==> src/rtl/cpu_reset_seq.sv <==
// 6502 clock/reset sequencer: phi2 = clk_2/2, PLL reset, button debounce, clean cpu_resb.
// All outputs registered; lock/button see 2-cycle sync latency; no backpressure (free-running).
module cpu_reset_seq #(
  parameter int DEBOUNCE_CYCLES = 16,
  parameter int HOLD_PHI2       = 8,
  parameter int PLL_RST_CYCLES  = 4
) (
  input  logic clk_2,
  input  logic resetb,
  input  logic button_reset,
  input  logic pll_cpu_locked,
  output logic cpu_phi2,
  output logic cpu_resb,
  output logic pll_cpu_reset,
  output logic reset_active
);

  localparam int DBW = (DEBOUNCE_CYCLES > 1) ? $clog2(DEBOUNCE_CYCLES) : 1;
  localparam int HW  = (HOLD_PHI2 > 1) ? $clog2(HOLD_PHI2) : 1;
  localparam int PW  = (PLL_RST_CYCLES > 1) ? $clog2(PLL_RST_CYCLES) : 1;
  localparam logic [DBW-1:0] DB_LAST   = DBW'(DEBOUNCE_CYCLES - 1);
  localparam logic [HW-1:0]  HOLD_LAST = HW'(HOLD_PHI2 - 1);
  localparam logic [PW-1:0]  PLL_LAST  = PW'(PLL_RST_CYCLES - 1);

  typedef enum logic [1:0] {PLL_RST, WAIT_LOCK, HOLD, RUN} state_t;

  logic           btn_m, btn_s, lock_m, lock_s;
  logic           btn_db;
  logic [DBW-1:0] db_cnt;
  state_t         state, state_nxt;
  logic [PW-1:0]  pll_cnt, pll_cnt_nxt;
  logic [HW-1:0]  hold_cnt, hold_cnt_nxt;
  logic           resb_nxt, pll_rst_nxt;
  logic           phi2_fall;

  always_ff @(posedge clk_2 or negedge resetb) begin
    if (!resetb) begin
      btn_m  <= 1'b1;
      btn_s  <= 1'b1;
      lock_m <= 1'b0;
      lock_s <= 1'b0;
    end else begin
      btn_m  <= button_reset;
      btn_s  <= btn_m;
      lock_m <= pll_cpu_locked;
      lock_s <= lock_m;
    end
  end

  // Debounced state only flips after DEBOUNCE_CYCLES consecutive mismatching samples.
  always_ff @(posedge clk_2 or negedge resetb) begin
    if (!resetb) begin
      btn_db <= 1'b1;
      db_cnt <= '0;
    end else if (btn_s == btn_db) begin
      db_cnt <= '0;
    end else if (db_cnt == DB_LAST) begin
      btn_db <= btn_s;
      db_cnt <= '0;
    end else begin
      db_cnt <= db_cnt + 1'b1;
    end
  end

  always_ff @(posedge clk_2 or negedge resetb) begin
    if (!resetb) cpu_phi2 <= 1'b0;
    else         cpu_phi2 <= ~cpu_phi2;
  end

  assign phi2_fall = cpu_phi2;

  always_ff @(posedge clk_2 or negedge resetb) begin
    if (!resetb) begin
      state         <= PLL_RST;
      pll_cnt       <= '0;
      hold_cnt      <= '0;
      cpu_resb      <= 1'b0;
      pll_cpu_reset <= 1'b0;
      reset_active  <= 1'b1;
    end else begin
      state         <= state_nxt;
      pll_cnt       <= pll_cnt_nxt;
      hold_cnt      <= hold_cnt_nxt;
      cpu_resb      <= resb_nxt;
      pll_cpu_reset <= pll_rst_nxt;
      reset_active  <= (state_nxt != RUN);
    end
  end

  always_comb begin
    state_nxt    = state;
    pll_cnt_nxt  = pll_cnt;
    hold_cnt_nxt = hold_cnt;
    resb_nxt     = 1'b0;
    pll_rst_nxt  = pll_cpu_reset;
    case (state)
      PLL_RST: begin
        if (pll_cnt == PLL_LAST) begin
          pll_rst_nxt = 1'b1;
          state_nxt   = WAIT_LOCK;
        end else begin
          pll_cnt_nxt = pll_cnt + 1'b1;
        end
      end
      WAIT_LOCK: begin
        if (lock_s) begin
          state_nxt    = HOLD;
          hold_cnt_nxt = '0;
        end
      end
      HOLD: begin
        // cpu_resb may only release on a phi2 fall, so RUN is entered only there.
        if (!lock_s) begin
          state_nxt    = WAIT_LOCK;
          hold_cnt_nxt = '0;
        end else if (!btn_db) begin
          hold_cnt_nxt = '0;
        end else if (phi2_fall) begin
          if (hold_cnt == HOLD_LAST) begin
            state_nxt = RUN;
            resb_nxt  = 1'b1;
          end else begin
            hold_cnt_nxt = hold_cnt + 1'b1;
          end
        end
      end
      RUN: begin
        resb_nxt = 1'b1;
        if (!lock_s) begin
          state_nxt = WAIT_LOCK;
          resb_nxt  = 1'b0;
        end else if (!btn_db) begin
          state_nxt    = HOLD;
          hold_cnt_nxt = '0;
          resb_nxt     = 1'b0;
        end
      end
      default: state_nxt = PLL_RST;
    endcase
  end

endmodule

==> config.mk <==
export PLATFORM = sky130hd
export DESIGN_NAME = cpu_reset_seq
export DESIGN_NICKNAME = d
export VERILOG_FILES = /design/src/rtl/cpu_reset_seq.sv
export SDC_FILE = /design/constraint.sdc
export NUM_CORES = 1
export LEC_CHECK = 0
export CAP_MARGIN = 20
export CORE_MARGIN = 2
export CORE_UTILIZATION = 55
export DETAILED_ROUTE_END_ITERATION = 10
export GPL_ROUTABILITY_DRIVEN = 0
export PLACE_DENSITY_LB_ADDON = 0.3
export SLEW_MARGIN = 20
export SYNTH_ARGS = -nofsm -noshare
export SYNTH_HDL_FRONTEND = slang
export SYNTH_SLANG_ARGS = --single-unit
export TNS_END_PERCENT = 30
==> constraint.sdc <==
create_clock -name clk_2 -period 3.3 [get_ports clk_2]
set_clock_uncertainty 0.05 [all_clocks]
set_input_delay 0.66 -clock clk_2 [delete_from_list [all_inputs] [get_ports clk_2]]
set_output_delay 0.66 -clock clk_2 [all_outputs]
set_load 0.05 [all_outputs]
==> key figures <==
Power and ir drop
  • Pint: around 0.00034 W
  • LEAKAGE: about 0.42 nW
  • Switching power: roughly 0.0001 W
  • Sequential Power Share: between 60 and 70%
  • Pwr/cell area: 451.3 nW/um2
  • Comb power frac: 7.4%
  • Peak supply drop: ~0.33 mV
  • Part of the power in the clock network: between 30% and 40%
  • Switch share: between 20% and 30%

Synth
  • Post-Syn Instances: 70
  • Flops & latches, synth: 20
  • Top_reg_cell synth: dfrtp_1
  • Top post-synthesis cells by count: dfrtp_1 (16), nor2_1 (7), inv_1 (6)
  • Netlist cell types: 26
  • Largest family of logic cells by synthesized area: simple AND/OR/NAND/NOR gates
  • Synth top area share: around 46%
  • Yosys warning total: 0
  • Simple-gate share of the synthesized area: a little over a tenth
  • Synth Area in Adders: 5.806%
  • Post-synthesis mux area share: 7.837%
  • Sequential share of the synthesized area: between 50% and 60%
  • Ys async rst share: 100.0%
  • Synth top area cells: dfrtp_1 (46%), dfstp_2 (12%), ha_1 (5.8%)
  • Complex-gate fraction of the synthesized area: around 9.0%
  • Post-Syn Area per Cell: 12.32 um2
  • Synth Cell Area: around 860 um2
  • Synth Area in XOR/XNOR: under 10%
  • Post-synth EDFFs: 0
  • Count leader, synth: dfrtp_1
  • Largest area contributor in the netlist: dfrtp_1
  • Syn_nets: 78

CTS
  • Total CTS buffers: 3
  • Clock slew at reported path FFs: 0.11 ns
  • Clk buf depth: 2
  • H-tree Lvls: 1
  • CTS resizes: 0
  • Clock sink total: 20
  • Post-CTS setup buffer count: 0
  • Quantity of hold-fixing buffers added after cts: 0
  • Clock Latency Late Sink: 0.30 ns
  • CTS tree: yes
  • Root buffer cell: clkbuf_4

Worst setup path
  • Critical Path RT: approximately 2.6 ns
  • Critical Path, Cell by Cell: clkdlybuf4s50_1
  • Max incr delay on CP: 0.78 ns
  • Crit path arrival time: between 1.5 and 2 ns
  • Reg2reg setup slack: between 1 and 1.5 ns
  • Crit path buf inv count: 1
  • Critical path class: register to output port
  • Family with the most delay on the worst path: buffers and inverters
  • Slowest cell on crit path: clkdlybuf4s50_1
  • Startpoint Class: register
  • Critical Path End Type: output port
  • CP Max Fanout: 1

Timing
  • Fin. max-slew vios: 0
  • Final Cycle Share: about 70%
  • Tightest Pin Transition: about 0.85 ns
  • Setup TNS: 0 ns
  • Max Freq: approximately 430 MHz
  • Max-slew headroom: roughly 43%
  • Min Tclk post-route: between 2 and 2.5 ns
  • Final hold viol count: 0
  • RSZ-0062 raised after global routing: no
  • Final setup vio count: 0

Floorplan
  • Die area: 1900 um2
  • Starting Density: between 50% and 60%
  • Cell row count: 14
  • I/O pin cnt: 8
  • Core area: 1489 um2
  • Die span in x: ~44 um
  • Die height: ~44 um

GRT
  • Largest net degree at the start of global routing: 21
  • GRT met3 Usage: under 10%
  • Initial antenna violation count: 0
  • First-pass GRT wire length: between 2000 and 2500 um
  • Vias in the first global route: 501
  • Routing usage on met1: between 15 and 20%
  • Total GRT Usage: 15.96%
  • Remaining Overflow, GRT: 0
  • M2 GR Usage: between 20 and 30%
  • Gr busiest metal: met2

Layout
  • Nets: between 80 and 90
  • Final Util: around 65%
  • Ant diodes: 0
  • Share of cells above drive strength 1: a little under a fifth
  • Final cell area excluding filler cells: just under 1000 um2
  • Synth-to-Final Area Change: 12.77%

Status
  • Status: complete, no violations

Placed design
  • I/O Buffers: 7
  • Half-perimeter wire length after placement: roughly 900 um
  • Placed inst area: roughly 940 um2

Worst hold path
  • Min-delay worst type: register to register

Flow run
  • Max Cap Viol: 0

Routing
  • DRT Pass-1 Iters: 3
  • Routed Antenna Nets: 0
  • Initial DRC Count: 7
  • DRT Wirelength: ~1200 um
  • DR vias/cell: roughly 5.2
  • Via count: ~490
  • DR DRC count: 0
  • WL per Instance: between 10 and 15 um
## flip-flops by register name (all words and copies together), names as in the netlist, 2 cells and up
signal / flops
db_cnt: 4
hold_cnt: 3
pll_cnt: 2
state: 2
## area by class of cell
| class | instances | area, um2 |
|---|---|---|
| Timing Repair Buffer | 7 | 70.07 |
| Fill cell | 101 | 516.7 |
| Clock buffer | 4 | 36.28 |
| Sequential cell | 20 | 505.5 |
| Tap cell | 16 | 20.02 |
| Multi-Input combinational cell | 41 | 314.1 |
| Inverter | 7 | 26.28 |
## kinds of logic after synthesis
logic type                 after synthesis
AOI/OAI and AO/OA                        9
xor gates and xnor gates                 3
adders and majority gates                4
buffers and inverters                    9
DFF                                     20
muxes                                    6
and+or+nand+nor                         19
## per-layer routing
metal / part of all wire, % / vias to the layer above
li1: - / 250
met1: 48 / 230
met2: 48 / 9
met3: 2.6 / 3
met4: 2.0 / 0
met5: 0 / -
## per-stage QoR
step	setup slack, ns	total power (W)	cells	hold slack [ns]
final	0.9732	0.0004387	95	0.3126
after global routing	0.9247	0.0004585	95	0.3207
after CTS	0.9583	0.0004441	95	0.3129
after detailed placement	1.309	0.0003033	91	0.2973
after global placement	1.313	0.0003019	91	0.2847
after floorplan	1.549	0.0002940	70	0.2812
## path summary, 6_finish.rpt
kind                              start            to  cells after the start
setup / recovery           reset_active  reset_active                      1
hold / removal                    btn_m         btn_s                      0
setup reg to reg            hold_cnt[0]   hold_cnt[0]                      6
hold reg to reg                   btn_m         btn_s                      0
max in group asynchronous        resetb        lock_s                      1
min in group asynchronous        resetb      cpu_phi2                      1
## layout by cell type (no fill, tap or decap)
master	Yosys	final
ha_1	4	4
mux2_2	2	2
dfstp_2	4	4
xor2_1	1	1
inv_1	6	6
o21ai_0	1	1
a21oi_1	4	4
clkbuf_4	0	3
nor2b_2	1	1
dfrtp_1	16	16
clkbuf_8	0	1
o31ai_2	1	1
nor2_1	7	7
nand2_1	4	4
mux2i_1	3	3
a21o_1	1	1
a31oi_1	1	1
a221oi_4	1	1
nor3b_1	1	1
nand4b_1	1	1
clkdlybuf4s50_1	0	7
nor2b_1	1	1
inv_2	1	1
nor3_1	2	2
mux2_4	1	1
nand3_1	2	2
xnor2_1	2	2
## power by group through the flow
stage	clock, W	combinational (W)	sequential (W)
global route	0.000155	0.0000367	0.000267
floorplan	0	0.0000312	0.000263
CTS	0.000145	0.0000334	0.000265
detailed placement	0	0.0000332	0.000270
finish	0.000141	0.0000324	0.000265
global placement	0	0.0000324	0.000270
No activity file was read; power rests on OpenSTA's default activity.
